$ cat config.mk
export PLATFORM = sky130hd
export DESIGN_NAME = sdm_demod_scheduler_flat
export DESIGN_NICKNAME = d
export VERILOG_FILES = /design/src/rtl/sdm_demod_scheduler_pkg.sv /design/src/rtl/sdm_demod_scheduler_if.sv /design/src/rtl/sdm_demod_scheduler_arbiter.sv /design/src/rtl/sdm_demod_scheduler.sv /design/src/flat_wrapper.sv
export SDC_FILE = /design/constraint.sdc
export NUM_CORES = 1
export LEC_CHECK = 0
export BUFFER_PORTS_ARGS = -buffer_cell sky130_fd_sc_hd__buf_2
export CAP_MARGIN = 20
export CORE_ASPECT_RATIO = 0.75
export CORE_MARGIN = 2
export CORE_UTILIZATION = 49
export CTS_CLUSTER_SIZE = 14
export DETAILED_ROUTE_END_ITERATION = 10
export PLACE_DENSITY = 0.75
export SLEW_MARGIN = 20
export SYNTH_ARGS = -nofsm -noshare
export SYNTH_HDL_FRONTEND = slang
export SYNTH_SLANG_ARGS = --single-unit
$ cat constraint.sdc
create_clock -name clk -period 1.8 [get_ports clk]
set_clock_uncertainty 0.15 [all_clocks]
set_input_delay 0 -clock clk [delete_from_list [all_inputs] [get_ports clk]]
set_output_delay 0 -clock clk [all_outputs]
set_load 0.01 [all_outputs]
$ cat src/rtl/sdm_demod_scheduler_pkg.sv
// Shared types for the SDM demodulator scheduler: sample width, sample type
// and the output-FSM state encoding.
package sdm_pkg;

    localparam int SDM_W = 16;

    typedef logic signed [SDM_W-1:0] sdm_sample_t;

    typedef enum logic {
        SCH_IDLE,
        SCH_SEND
    } sch_state_t;

endpackage

$ cat src/rtl/sdm_demod_scheduler_if.sv
// Channel-tagged valid/ready output stream carrying demodulated samples.
// master = scheduler side, slave = downstream consumer.
interface sdm_demod_scheduler_if
    import sdm_pkg::*;
#(
    parameter int NUM_CH = 4
) ();

    localparam int CH_W = $clog2(NUM_CH);

    logic              out_valid;
    logic              out_ready;
    sdm_sample_t       out_data;
    logic [CH_W-1:0]   out_ch;

    modport master (
        output out_valid,
        output out_data,
        output out_ch,
        input  out_ready
    );

    modport slave (
        input  out_valid,
        input  out_data,
        input  out_ch,
        output out_ready
    );

endinterface

$ cat src/rtl/sdm_demod_scheduler_arbiter.sv
// Combinational round-robin picker: returns the first requesting channel at or
// after ptr, scanning upward and wrapping at NUM_CH.
module sdm_rr_arbiter #(
    parameter int NUM_CH = 4,
    parameter int CH_W   = $clog2(NUM_CH)
) (
    input  logic [NUM_CH-1:0] req,
    input  logic [CH_W-1:0]   ptr,
    output logic [CH_W-1:0]   grant,
    output logic              any
);

    // Scan offsets from the far end down so the nearest requester wins last.
    always_comb begin
        int idx;
        grant = '0;
        any   = 1'b0;
        idx   = 0;
        for (int k = NUM_CH - 1; k >= 0; k--) begin
            idx = int'(ptr) + k;
            if (idx >= NUM_CH) begin
                idx = idx - NUM_CH;
            end
            if (req[idx]) begin
                grant = CH_W'(idx);
                any   = 1'b1;
            end
        end
    end

endmodule

$ cat src/rtl/sdm_demod_scheduler.sv
// Sequencer and output arbiter for a bank of SDM demodulators: shared tick
// generation, per-channel sample capture and round-robin serialisation onto
// one valid/ready stream.
// Optional feature macro: SDM_SCHED_OVF_CNT_EN adds per-channel saturating
// 8-bit overrun counters on port ovf_cnt.
module sdm_demod_scheduler
    import sdm_pkg::*;
#(
    parameter int NUM_CH  = 4,
    parameter int CLK_DIV = 4
) (
    input  logic                    clk,
    input  logic                    rst,
    input  logic                    enable,
    output logic                    dm_tick,
    input  logic [NUM_CH-1:0]       dm_valid,
    input  logic [NUM_CH*SDM_W-1:0] dm_dout,
    sdm_demod_scheduler_if.master   out_if,
    output logic [NUM_CH-1:0]       ovf_flag,
    input  logic                    ovf_clr
`ifdef SDM_SCHED_OVF_CNT_EN
    ,
    output logic [NUM_CH*8-1:0]     ovf_cnt
`endif
);

    localparam int          CH_W     = $clog2(NUM_CH);
    localparam logic [15:0] DIV_LAST = 16'(CLK_DIV - 1);

    logic [15:0]       div_cnt_reg;
    logic              dm_tick_reg;

    sdm_sample_t       hold_reg [NUM_CH];
    logic [NUM_CH-1:0] pend_reg, pend_next;
    logic [NUM_CH-1:0] ovf_flag_reg, ovf_flag_next;
    logic [NUM_CH-1:0] ovf_set;
    logic [NUM_CH-1:0] grant_onehot;

    sch_state_t        state_reg, state_next;
    logic [CH_W-1:0]   rr_ptr_reg, rr_ptr_next;
    sdm_sample_t       out_data_reg;
    logic [CH_W-1:0]   out_ch_reg;

    logic [CH_W-1:0]   grant_idx;
    logic              grant_any;
    logic              handshake;
    logic              grant_fire;

    // Tick generator: registered strobe one cycle after the last count of a period.
    always_ff @(posedge clk) begin
        if (rst || !enable) begin
            div_cnt_reg <= '0;
            dm_tick_reg <= 1'b0;
        end else begin
            dm_tick_reg <= (div_cnt_reg == DIV_LAST);
            div_cnt_reg <= (div_cnt_reg == DIV_LAST) ? '0 : div_cnt_reg + 16'd1;
        end
    end

    assign dm_tick = dm_tick_reg;

    sdm_rr_arbiter #(
        .NUM_CH (NUM_CH),
        .CH_W   (CH_W)
    ) u_arbiter (
        .req    (pend_reg),
        .ptr    (rr_ptr_reg),
        .grant  (grant_idx),
        .any    (grant_any)
    );

    // Per-channel pending/overrun next-state; a new sample always leaves pend set.
    generate
        for (genvar gi = 0; gi < NUM_CH; gi++) begin : g_ch
            assign ovf_set[gi]       = dm_valid[gi] & pend_reg[gi] & ~grant_onehot[gi];
            assign pend_next[gi]     = dm_valid[gi] | (pend_reg[gi] & ~grant_onehot[gi]);
            assign ovf_flag_next[gi] = ovf_set[gi] | (ovf_flag_reg[gi] & ~ovf_clr);
        end
    endgenerate

    // Holding registers, pending bits and sticky overrun flags.
    always_ff @(posedge clk) begin
        if (rst) begin
            pend_reg     <= '0;
            ovf_flag_reg <= '0;
            for (int i = 0; i < NUM_CH; i++) begin
                hold_reg[i] <= '0;
            end
        end else begin
            pend_reg     <= pend_next;
            ovf_flag_reg <= ovf_flag_next;
            for (int i = 0; i < NUM_CH; i++) begin
                if (dm_valid[i]) begin
                    hold_reg[i] <= dm_dout[i*SDM_W +: SDM_W];
                end
            end
        end
    end

    assign ovf_flag = ovf_flag_reg;

`ifdef SDM_SCHED_OVF_CNT_EN
    logic [7:0] cnt_reg  [NUM_CH];
    logic [7:0] cnt_next [NUM_CH];

    // Saturating overrun counters; a coincident clear and overrun leaves 1.
    generate
        for (genvar gi = 0; gi < NUM_CH; gi++) begin : g_cnt
            assign cnt_next[gi] = ovf_set[gi]
                                ? (ovf_clr ? 8'd1 : ((cnt_reg[gi] == 8'hFF) ? 8'hFF : cnt_reg[gi] + 8'd1))
                                : (ovf_clr ? 8'd0 : cnt_reg[gi]);
            assign ovf_cnt[gi*8 +: 8] = cnt_reg[gi];
        end
    endgenerate

    // Counter state update.
    always_ff @(posedge clk) begin
        for (int i = 0; i < NUM_CH; i++) begin
            cnt_reg[i] <= rst ? 8'd0 : cnt_next[i];
        end
    end
`endif

    // Output FSM state register.
    always_ff @(posedge clk) begin
        if (rst) begin
            state_reg <= SCH_IDLE;
        end else begin
            state_reg <= state_next;
        end
    end

    // Output FSM next-state: stay in SEND across back-to-back grants.
    always_comb begin
        state_next = state_reg;
        case (state_reg)
            SCH_IDLE: if (grant_any) state_next = SCH_SEND;
            SCH_SEND: if (out_if.out_ready && !grant_any) state_next = SCH_IDLE;
            default:  state_next = SCH_IDLE;
        endcase
    end

    // Output FSM outputs: grant on entry from IDLE or on a completed beat.
    always_comb begin
        handshake    = (state_reg == SCH_SEND) && out_if.out_ready;
        grant_fire   = grant_any && ((state_reg == SCH_IDLE) || handshake);
        grant_onehot = '0;
        if (grant_fire) begin
            grant_onehot[grant_idx] = 1'b1;
        end
        rr_ptr_next  = (grant_idx == CH_W'(NUM_CH - 1)) ? '0 : grant_idx + CH_W'(1);
    end

    // Output data/channel registers and round-robin pointer, loaded on grant.
    always_ff @(posedge clk) begin
        if (rst) begin
            out_data_reg <= '0;
            out_ch_reg   <= '0;
            rr_ptr_reg   <= '0;
        end else if (grant_fire) begin
            out_data_reg <= hold_reg[grant_idx];
            out_ch_reg   <= grant_idx;
            rr_ptr_reg   <= rr_ptr_next;
        end
    end

    assign out_if.out_valid = (state_reg == SCH_SEND);
    assign out_if.out_data  = out_data_reg;
    assign out_if.out_ch    = out_ch_reg;

endmodule

$ cat src/flat_wrapper.sv
// flat-port wrapper written by rule: the top's interface ports become plain ports
module sdm_demod_scheduler_flat import sdm_pkg::*;
#(
    parameter int NUM_CH  = 4,
    parameter int CLK_DIV = 4
)
  (clk, rst, enable, dm_tick, dm_valid, dm_dout, ovf_flag, ovf_clr, out_if_out_valid, out_if_out_data, out_if_out_ch, out_if_out_ready);
  sdm_demod_scheduler_if #(.NUM_CH(NUM_CH)) out_if_i ();
  input  logic clk;
  input  logic rst;
  input  logic enable;
  output logic dm_tick;
  input  logic [NUM_CH-1:0] dm_valid;
  input  logic [NUM_CH*SDM_W-1:0] dm_dout;
  output logic [NUM_CH-1:0] ovf_flag;
  input  logic ovf_clr;
  output wire logic [$bits(out_if_i.out_valid)-1:0] out_if_out_valid;
  output wire logic [$bits(out_if_i.out_data)-1:0] out_if_out_data;
  output wire logic [$bits(out_if_i.out_ch)-1:0] out_if_out_ch;
  input wire logic [$bits(out_if_i.out_ready)-1:0] out_if_out_ready;
  assign out_if_out_valid = out_if_i.out_valid;
  assign out_if_out_data = out_if_i.out_data;
  assign out_if_out_ch = out_if_i.out_ch;
  assign out_if_i.out_ready = out_if_out_ready;
  sdm_demod_scheduler #(.NUM_CH(NUM_CH), .CLK_DIV(CLK_DIV)) u_core (.clk(clk), .rst(rst), .enable(enable), .dm_tick(dm_tick), .dm_valid(dm_valid), .dm_dout(dm_dout), .out_if(out_if_i), .ovf_flag(ovf_flag), .ovf_clr(ovf_clr));
endmodule
==> results of run 1 <==
==> what timing repair did <==
item,in CTS,in global routing
buffers inserted,2,4
resized for setup,37,40
gates cloned,1,3
hold endpoints to repair,90,0
pin swaps,12,18
endpoints found under the setup margin,21,44
hold buffers,70,0
==> area by class of cell <==
| class | instances | area, um2 |
|---|---|---|
| timing repair buffer | 189 | 1466 |
| clock buffer | 11 | 264.0 |
| multi-input combinational | 274 | 1986 |
| fill | 697 | 2741 |
| tap | 132 | 165.2 |
| clock inverter | 5 | 35.03 |
| sequential | 110 | 2858 |
| inverter | 7 | 26.28 |
==> power breakdown <==
part | switching, uW | internal, uW
combinational | 807 | 888
sequential | 134 | 2920
clock | 911 | 1070
total | 1850 | 4870
==> per-layer routing <==
| metal | GRT usage | share of wire | wire (um) |
|---|---|---|---|
| met1 | 0.2809 | 0.43 | 5233 |
| met2 | 0.3892 | 0.49 | 5908 |
| met3 | 0.06186 | 0.066 | 797 |
| met4 | 0.07338 | 0.016 | 193 |
| met5 | 0 | 0 | 0 |
==> worst max-delay path by stage <==
stage	end	slack, ps
6_report	u_core.out_if.out_data[0]$_SDFFE_PP0N_	-30
5_1_grt	u_core.out_if.out_data[2]$_SDFFE_PP0N_	-100
4_1_cts	u_core.out_if.out_data[4]$_SDFFE_PP0N_	0.8
3_5_place_dp	u_core.out_if.out_data[9]$_SDFFE_PP0N_	-290
3_3_place_gp	u_core.out_if.out_data[11]$_SDFFE_PP0N_	-150
2_1_floorplan	u_core.ovf_flag[2]$_SDFF_PP0_	20
==> logic make-up after synthesis <==
| logic type | synth area share |
|---|---|
| DFF | 0.5998 |
| xor gates and xnor gates | 0.02218 |
| adders and majority gates | 0.002639 |
| buffers and inverters | 0.03010 |
| AOI/OAI and AO/OA | 0.1064 |
| muxes | 0.03379 |
| and+or+nand+nor | 0.2051 |
==> synth_stat cells, drive strengths merged, types with 7 or more instances <==
| master | n | area, um2 |
|---|---|---|
| nor2b | 7 | 43.79 |
| o211ai | 16 | 120.1 |
| inv | 7 | 26.28 |
| dfxtp | 46 | 920.9 |
| buf | 8 | 67.56 |
| o21ai | 22 | 110.1 |
| nor2 | 17 | 80.08 |
| mux2i | 16 | 160.2 |
| and2 | 66 | 412.9 |
| clkbuf | 13 | 48.80 |
| nand3 | 10 | 55.05 |
| xnor2 | 9 | 78.83 |
| nand2 | 27 | 101.4 |
| and3 | 18 | 117.6 |
| a21boi | 16 | 120.1 |
| edfxtp | 64 | 1922 |
==> metrics by stage <==
stage                     setup TNS (ps)  hold slack, ps  setup slack, ps
after global routing               -1417           175.3           -102.4
after CTS                              0           125.2           0.7836
final                             -160.1           143.1           -26.57
after detailed placement           -4371           131.8           -288.6
after floorplan                        0          -23.59            19.72
after global placement             -2274           130.8           -150.3
==> metrics.txt, run 1 <==
Placed Area=5411 um2; first-pass GRT wire length=18020 um; CTS sink cnt=110; area of the die=10480 um2; max reg flops=64; total power=6727 uW; vias in the first global route=3753; Hold Path End=u_core.hold_reg[2][4]$_SDFFCE_PN0P_; Top FF cell, synth=edfxtp_1; crit share post-route=1.015; Buffers & Inverters on Critical Path=1; Nets=665; Clk pin slew, worst setup/hold paths=70 ps; Die Span X=117.6 um; CTS root buffer=clkbuf_16; Core ar.=9542 um2; htree depth=3; fin util=0.7127; crit-path cells=and2b_2 -> o21bai_4 -> and2_4 -> clkbuf_16 -> mux2i_4 -> o211ai_1; status=finished, violations left; Initial Util=0.4967; endpoints failing setup=9; CTS tree=done; Top Family by Delay on Critical Path=simple AND/OR/NAND/NOR gates; synth-to-layout area growth=43.48%; worst setup path class=reg -> reg; final hold violation count=0; instance count on the critical path=6; power per cell area=989.2 nW/um2; Post-synth ARST share=0; Initial DRT Pass Iterations=4; Min-Delay Path Depth=2; sequential share of the synthesized area=0.5998; final std cells w/o fill=728; Post-synth EDFFs=64; I/O pins=97; crit path time final=1827 ps; Max-Cap Viols=0; commonest non-fill, non-tap cells in the layout=buf_2, dlygate4sd3_1, and2_1, edfxtp_1, dfxtp_1; leak pwr=0.002753 uW; CP max-delay cell=dfxtp_2; worst skew pair latency=350 ps; Mapped Area=4740 um2; Via density=5.174; CTS buffer count=9; chip height=89.17 um; # port buffers=96; routed wire length=12130 um; Post-Syn Instances=411; total grt overflow=0; Worst Hold Launch=dm_valid[2]; Least-Margin Pin Slew=1004 ps; Critical Path Start Type=register; Worst Hold Class=in -> reg; R2R Path Start=u_core.rr_ptr_reg[0]$_SDFFE_PP0N_; crit-path max cell delay=340 ps; Clock Path Buffers=2; Routability Congestion=0.8849; via count=3767; drc violations=0; worst-path fanout max=5; commonest non-fill, non-tap cell in the layout=buf_2; routed length per instance=16.67 um; CP startpoint=u_core.rr_ptr_reg[0]$_SDFFE_PP0N_; Slew HR=0.3296; layout cells sized above 1=0.3121; maximum vdd drop=549.6 uV; end of the worst register-to-register path=u_core.out_if.out_data[0]$_SDFFE_PP0N_; Finished Cell Area=6800 um2; DP Wirelength=7494 um; antenna-violating nets left=0; FF-to-FF path depth=6; worst setup margin=-26.57 ps; max-slew violation count=0; Ys Warns=0; n_diodes=0; R2R setup slack=-30 ps; initial antenna violation count=0; highest clock rate=0.5475 GHz; Iteration-0 DRC Markers=246; post-synth cell types=44; critical path arrival=1910 ps; gr usage total=0.2250; Req. time, crit path=1880 ps; Worst Setup End Kind=register; syn avg cell area=11.53 um2; Seq cells post-synth=110; RSZ-0062 raised after global routing=yes; failing checks=setup timing; # rows=31; Synth Net Count=485; placed cells=632; largest net degree at the start of global routing=33
(Power assumes the default switching activity.)
==> run 2: changes to the inputs <==
Settings changed: SYNTH_HIERARCHICAL set to 1, TNS_END_PERCENT set to 50.
==> run 2 against run 1 <==
Compared with the run above: the flow still finishes with violations (setup timing); setup slack got worse by 170 ps; sequential power decreased by 3%; final cell count decreased by 3.8%; worst hold slack got worse by 120 ps; sequential share of layout area increased by 1.2 points; synthesized cell count decreased by 7.5%; combinational power decreased by 37%; register-to-register slack got worse by 170 ps; count of clock-buffer cells in the layout decreased by 2; routed wire length decreased by 3.4%; die area decreased by 0.73%; critical path type unchanged; critical endpoint is now u_core/out_if.out_data[0]$_SDFFE_PP0P_; largest cell class unchanged; highest routed layer unchanged.
==> metrics.txt, run 2 <==
Buffers & Inverters on Critical Path=3 (was 1); worst skew pair latency=350 ps (about the same); crit path time final=1999 ps (was 1827 ps); crit-path max cell delay=490 ps (was 340 ps); Seq cells post-synth=110 (unchanged); Worst Setup End Kind=register (unchanged); top-count cell post-synth=and2_1 (unchanged); Worst Hold Launch=rst (was dm_valid[2]); routed wire length=11720 um (was 12130 um); area of the die=10410 um2 (was 10480 um2); Clock Path Buffers=2 (unchanged); Post-synth ARST share=0 (unchanged); drc violations=0 (unchanged); CTS tree=done (unchanged); syn avg cell area=12.38 um2 (was 11.53 um2); cell mode on critical path=buf_4; commonest non-fill, non-tap cell in the layout=buf_2 (unchanged); worst-path fanout max=8 (was 5); Slew HR=0.4845 (was 0.3296); power per cell area=888.8 nW/um2 (was 989.2 nW/um2); synth-to-layout area growth=39.98% (was 43.48%); total grt overflow=0 (unchanged); final hold violation count=0 (unchanged); Pint=4399 uW (was 4875 uW); status=finished, violations left (unchanged); Post-synth top cells=and2_1, edfxtp_1, dfxtp_1 (unchanged); Die Span X=117.1 um (was 117.6 um); commonest non-fill, non-tap cells in the layout=buf_2, dlygate4sd3_1, and2_1 (was buf_2, dlygate4sd3_1, and2_1, edfxtp_1, dfxtp_1); # rows=30 (was 31); CTS sink cnt=110 (unchanged); switching part of the total=0.2482 (was 0.2753); Req. time, crit path=1890 ps (was 1880 ps); post-synth top area share=0.4086 (was 0.4055); Core ar.=9196 um2 (was 9542 um2); Nets=645 (was 665); CP startpoint=u_core/rr_ptr_reg[1]$_SDFFE_PP0P_ (was u_core.rr_ptr_reg[0]$_SDFFE_PP0N_); largest net degree at the start of global routing=20 (was 33); placed cells=607 (was 632); Post-Syn Instances=380 (was 411); critical path arrival=2090 ps (was 1910 ps); leak pwr=0.002680 uW (was 0.002753 uW); CTS root buffer=clkbuf_16 (unchanged); CP max-delay cell=mux4_2 (was dfxtp_2); layout cells sized above 1=0.3234 (was 0.3121); Placement Setup Slack=-219.4 ps (was -288.6 ps); Mapped Area=4703 um2 (was 4740 um2); gr usage total=0.2370 (was 0.2250); Initial DRT Pass Iterations=4 (unchanged); Clk pin slew, worst setup/hold paths=70 ps (about the same); Top FF cell, synth=edfxtp_1 (unchanged); Initial Util=0.5114 (was 0.4967); worst setup path class=reg -> reg (unchanged); Top Family by Delay on Critical Path=multiplexers (was simple AND/OR/NAND/NOR gates); R2R Path Start=u_core/rr_ptr_reg[1]$_SDFFE_PP0P_ (was u_core.rr_ptr_reg[0]$_SDFFE_PP0N_); Synth Net Count=458 (was 485); net switching power=1453 uW (was 1852 uW); post-synth cell types=32 (was 44); crit-path cells=buf_4 -> nand2_2 -> nor2_2 -> a211oi_4 -> buf_4 -> buf_16 -> mux4_2 -> nand2_1 -> a21oi_1 (was and2b_2 -> o21bai_4 -> and2_4 -> clkbuf_16 -> mux2i_4 -> o211ai_1); clock power share=0.312 (was 0.295); Logic pwr share=0.183 (was 0.252); # port buffers=96 (unchanged); vias in the first global route=3633 (was 3753); final std cells w/o fill=700 (was 728); highest clock rate=0.5003 GHz (was 0.5475 GHz); antenna-violating nets left=0 (unchanged); n_diodes=0 (unchanged); worst setup margin=-199.0 ps (was -26.57 ps); Critical Path Start Type=register (unchanged); Routability Congestion=0.8990 (was 0.8849); first-pass GRT wire length=18000 um (was 18020 um); initial antenna violation count=0 (unchanged); Via density=5.043 (was 5.174); cell taking the most area after synthesis=edfxtp_1 (unchanged); endpoints failing setup=24 (was 9); fin util=0.7159 (was 0.7127); max reg flops=64 (unchanged); ranking of synthesized cells by area=edfxtp_1, dfxtp_1, and2_1 (unchanged); routed length per instance=16.74 um (was 16.67 um); via count=3530 (was 3767); DP Wirelength=7470 um (was 7494 um); Max-Cap Viols=0 (unchanged); I/O pins=97 (unchanged); max-slew violation count=0 (unchanged); sequential share of the synthesized area=0.6044 (was 0.5998); Setup TNS Final=-3432 ps (was -160.1 ps); Iteration-0 DRC Markers=253 (was 246); CTS buffer count=9 (unchanged); crit share post-route=1.111 (was 1.015); Ys Warns=6 (was 0); Worst Hold Class=in -> reg (unchanged); failing checks=setup timing (unchanged); Flop pwr share=0.505 (was 0.453); chip height=88.85 um (was 89.17 um); maximum vdd drop=688.9 uV (was 549.6 uV); Post-synth EDFFs=64 (unchanged); htree depth=3 (unchanged); Least-Margin Pin Slew=769.7 ps (was 1004 ps); RSZ-0062 raised after global routing=yes (unchanged)
-- run 2: path summary, 6_finish.rpt --
| path | to | slack (ps) | cells past startpoint |
|---|---|---|---|
| hold / removal | u_core/pend_reg[0]$_SDFF_PP0_ | 30 | 3 |
| setup / recovery | u_core/out_if.out_data[0]$_SDFFE_PP0P_ | -200 | 9 |
| hold reg to reg | u_core/out_if.out_data[12]$_SDFFE_PP0P_ | 310 | 2 |
| setup reg to reg | u_core/out_if.out_data[0]$_SDFFE_PP0P_ | -200 | 9 |
-- run 2: metal layers --
metal | global-route usage | wire [um] | vias to the layer above
met3 | 0.05959 | 775 | 21
met2 | 0.4167 | 5881 | 135
met5 | 0 | 0 | -
met1 | 0.2899 | 4864 | 1672
li1 | - | - | 1702
met4 | 0.07594 | 199 | 0
-- run 2: worst min-delay path: cells and delay by family --
| kind | cells | cell delay (ps) |
|---|---|---|
| buffers and inverters | 2 | 380 |
| and+or+nand+nor | 1 | 100 |
-- run 2: through the flow --
stage	cell area, um2	hold slack (ps)	total power, uW
after detailed placement	5464	97.54	3857
after CTS	6566	5.331	5872
final	6584	27.00	5852
after global routing	6584	37.56	6078
after global placement	5461	84.40	3820
after floorplan	4730	-32.69	3512
-- run 2: final cells by class --
class                   count  area, um2
inverters                   7      26.28
repair buffers            193       1480
clock buffers               9      225.2
fillers                   590       2613
multi-input cells         246       1795
flip-flops and latches    110       2849
well taps                 128      160.2
clock inverters             7      47.55
-- run 2: kinds of logic (layout without fill, tap and decap cells) --
logic type | count (synthesis) | count (layout) | synth area share
buffers and inverters | 24 | 216 | 0.02554
DFF | 110 | 110 | 0.6044
AOI/OAI and AO/OA | 32 | 32 | 0.04044
xor gates and xnor gates | 14 | 14 | 0.02607
and+or+nand+nor | 178 | 178 | 0.2115
adders and majority gates | 5 | 5 | 0.01330
muxes | 17 | 17 | 0.07875
-- run 2: what timing repair did --
action	4_1_cts	5_1_grt
setup buffers	2	0
hold buffers	73	0
cloned	2	0
endpoints found under the setup margin	22	29
pin swaps	10	4
endpoints found under the hold margin	96	0
resized for setup	11	4
-- run 2: power groups by stage --
stage / Sequential (uW) / Combinational [uW] / Clock, uW
final: 2950 / 1070 / 1830
after CTS: 2960 / 1060 / 1860
after global placement: 3000 / 823 / 0
after global routing: 2980 / 1150 / 1950
after detailed placement: 3010 / 848 / 0
after floorplan: 3010 / 502 / 0
==> run 3: changes to the inputs <==
Settings changed: BUFFER_PORTS_ARGS -buffer_cell sky130_fd_sc_hd__buf_2 to not set, CORE_UTILIZATION 49 to 55, DONT_BUFFER_PORTS set to 1, PLACE_DENSITY 0.75 to 0.73.
==> run 3 against run 2 <==
Compared with the run above: the run ends with hold timing, setup timing left; setup slack better by 28 ps; final cell count down 15%; via count down 5.9%; worst hold slack worse by 460 ps; critical path depth down 2; first-iteration DRC count down 14%; core utilization up 1.9 points; routed wire length down 1.8%; cell area down 6.5%; sequential share of layout area up 3.0 points; register-to-register slack better by 30 ps; non-clock buffer count down 85; critical endpoint is now u_core/out_if.out_data[5]$_SDFFE_PP0P_; highest routed layer unchanged.
==> metrics.txt, run 3 (synthesis gave the netlist of run 2 again) <==
failing checks=hold timing, setup timing (was setup timing); Core ar.=8382 um2 (was 9196 um2); Max-Cap Viols=0 (unchanged); max reg flops=64 (unchanged); antenna-violating nets left=0 (unchanged); Placed Area=4974 um2 (was 5464 um2); layout cells sized above 1=0.1766 (was 0.3234); Nets=560 (was 645); Hold Path End=u_core/rr_ptr_reg[1]$_SDFFE_PP0P_ (was u_core/pend_reg[0]$_SDFF_PP0_); R2R setup slack=-170 ps (was -200 ps); Critical Path Start Type=register (unchanged); drc violations=0 (unchanged); area of the die=9315 um2 (was 10410 um2); initial antenna violation count=0 (unchanged); status=finished, violations left (unchanged); leak pwr=0.002337 uW (was 0.002680 uW); highest clock rate=0.5073 GHz (was 0.5003 GHz); routed wire length=11510 um (was 11720 um); endpoints failing setup=25 (was 24); worst-path fanout max=8 (unchanged); FF+latch area=2850 um2 (was 2849 um2); Finished Cell Area=6158 um2 (was 6584 um2); DP Wirelength=6951 um (was 7470 um); CTS buffer count=9 (unchanged); hold_buf cts=82 (was 73); crit path time final=1971 ps (was 1999 ps); routed length per instance=19.34 um (was 16.74 um); total power=5824 uW (was 5852 uW); Initial Util=0.5611 (was 0.5114); Clk pin slew, worst setup/hold paths=70 ps (about the same); Die Span X=110.8 um (was 117.1 um); worst skew pair latency=350 ps (about the same); final hold violation count=41 (was 0); FF-to-FF path depth=7 (was 9); first-pass GRT wire length=18200 um (was 18000 um); Least-Margin Pin Slew=608.1 ps (was 769.7 ps); htree depth=3 (unchanged); Routability Congestion=0.8970 (was 0.8990); gr usage total=0.2636 (was 0.2370); total grt overflow=0 (unchanged); crit share post-route=1.095 (was 1.111); RSZ-0062 raised after global routing=yes (unchanged); Worst Hold Class=in -> reg (unchanged); CTS sink cnt=110 (unchanged); chip height=84.09 um (was 88.85 um); Filler cells=520 (was 590); end of the worst register-to-register path=u_core/out_if.out_data[5]$_SDFFE_PP0P_ (was u_core/out_if.out_data[0]$_SDFFE_PP0P_); Iteration-0 DRC Markers=217 (was 253); CTS tree=done (unchanged); # rows=29 (was 30); Clock Path Buffers=2 (unchanged); largest net degree at the start of global routing=37 (was 20); hold_ws=-430.2 ps (was 27.00 ps); commonest non-fill, non-tap cell in the layout=dlygate4sd3_1 (was buf_2); critical path arrival=2070 ps (was 2090 ps); Worst Setup End Kind=register (unchanged); Setup TNS Final=-3227 ps (was -3432 ps); commonest non-fill, non-tap cells in the layout=dlygate4sd3_1, and2_1, edfxtp_1 (was buf_2, dlygate4sd3_1, and2_1); Req. time, crit path=1890 ps (about the same); Initial DRT Pass Iterations=4 (unchanged); vias in the first global route=3489 (was 3633); power per cell area=945.7 nW/um2 (was 888.8 nW/um2); Via density=5.583 (was 5.043); worst setup margin=-171.1 ps (was -199.0 ps); Slew HR=0.5938 (was 0.4845); n_diodes=0 (unchanged); maximum vdd drop=696.7 uV (was 688.9 uV); fin util=0.7347 (was 0.7159); max-slew violation count=0 (unchanged); via count=3322 (was 3530); Min-Delay Path Depth=1 (was 3); multi-input logic area=1783 um2 (was 1795 um2); synth-to-layout area growth=30.94% (was 39.98%); R2R Path Start=u_core/pend_reg[1]$_SDFF_PP0_ (was u_core/rr_ptr_reg[1]$_SDFFE_PP0P_); worst setup path class=reg -> reg (unchanged); Worst Hold Launch=rst (unchanged); CTS root buffer=clkbuf_16 (unchanged); # port buffers=0 (was 96); I/O pins=97 (unchanged)
[run 3: cell types whose count changed in the layout (fill, tap and decap cells not counted), sizes merged]
cell         change
buf             -94
clkbuf           +2
clkinv           -2
clkinvlp         -1
dlygate4sd3      +9
inv              +1
[run 3: final cells by class]
cell class | count | share of cell area
well taps | 108 | 0.02194
repair buffers | 108 | 0.1741
inverters | 7 | 0.004267
flip-flops and latches | 110 | 0.4628
clock buffers | 11 | 0.04124
clock inverters | 5 | 0.006095
multi-input cells | 246 | 0.2895
[run 3: power breakdown]
| part | internal [uW] | switching (uW) |
|---|---|---|
| combinational | 490 | 392 |
| sequential | 2870 | 134 |
| clock | 1040 | 905 |
[run 3: worst max-delay path by stage]
stage	end	cells past startpoint	from	slack (ps)
floorplan	u_core/out_if.out_data[10]$_SDFFE_PP0P_	8	u_core/rr_ptr_reg[1]$_SDFFE_PP0P_	-240
global placement	u_core/out_if.out_data[4]$_SDFFE_PP0P_	7	u_core/rr_ptr_reg[1]$_SDFFE_PP0P_	-130
detailed placement	u_core/out_if.out_data[2]$_SDFFE_PP0P_	7	u_core/rr_ptr_reg[1]$_SDFFE_PP0P_	-180
CTS	u_core/out_if.out_data[12]$_SDFFE_PP0P_	7	u_core/rr_ptr_reg[1]$_SDFFE_PP0P_	-180
global route	u_core/out_if.out_data[1]$_SDFFE_PP0P_	7	u_core/rr_ptr_reg[1]$_SDFFE_PP0P_	-230
finish	u_core/out_if.out_data[5]$_SDFFE_PP0P_	7	u_core/pend_reg[1]$_SDFF_PP0_	-170
[run 3: timing repair]
item | 4_1_cts | 5_1_grt
gates resized for setup | 10 | 4
setup buffers | 1 | 0
endpoints found under the setup margin | 26 | 27
hold endpoints to repair | 110 | 41
pin swaps | 6 | 5
cloned | 1 | 0
[run 3: stage by stage]
step | setup slack (ps) | cells
floorplan | -244.5 | 380
global placement | -130.2 | 495
detailed placement | -175.6 | 495
CTS | -177.9 | 595
global route | -233.2 | 595
finish | -171.1 | 595
[run 3: layer usage]
| layer | vias up | share of wire | routed length, um | track usage |
|---|---|---|---|---|
| met3 | 21 | 0.078 | 896 | 0.06754 |
| met4 | 0 | 0.023 | 263 | 0.1091 |
| li1 | 1530 | - | - | - |
| met2 | 139 | 0.52 | 5956 | 0.4562 |
| met5 | - | 0 | 0 | 0 |
| met1 | 1632 | 0.38 | 4392 | 0.3163 |
[run 3: worst max-delay path: stages (launching register included)]
cell      delay (ps)
dfxtp_1          360
nor3b_1          260
a211oi_1          90
nor2_2           300
buf_4            250
mux4_2           310
nand2_1           80
a21oi_1           70
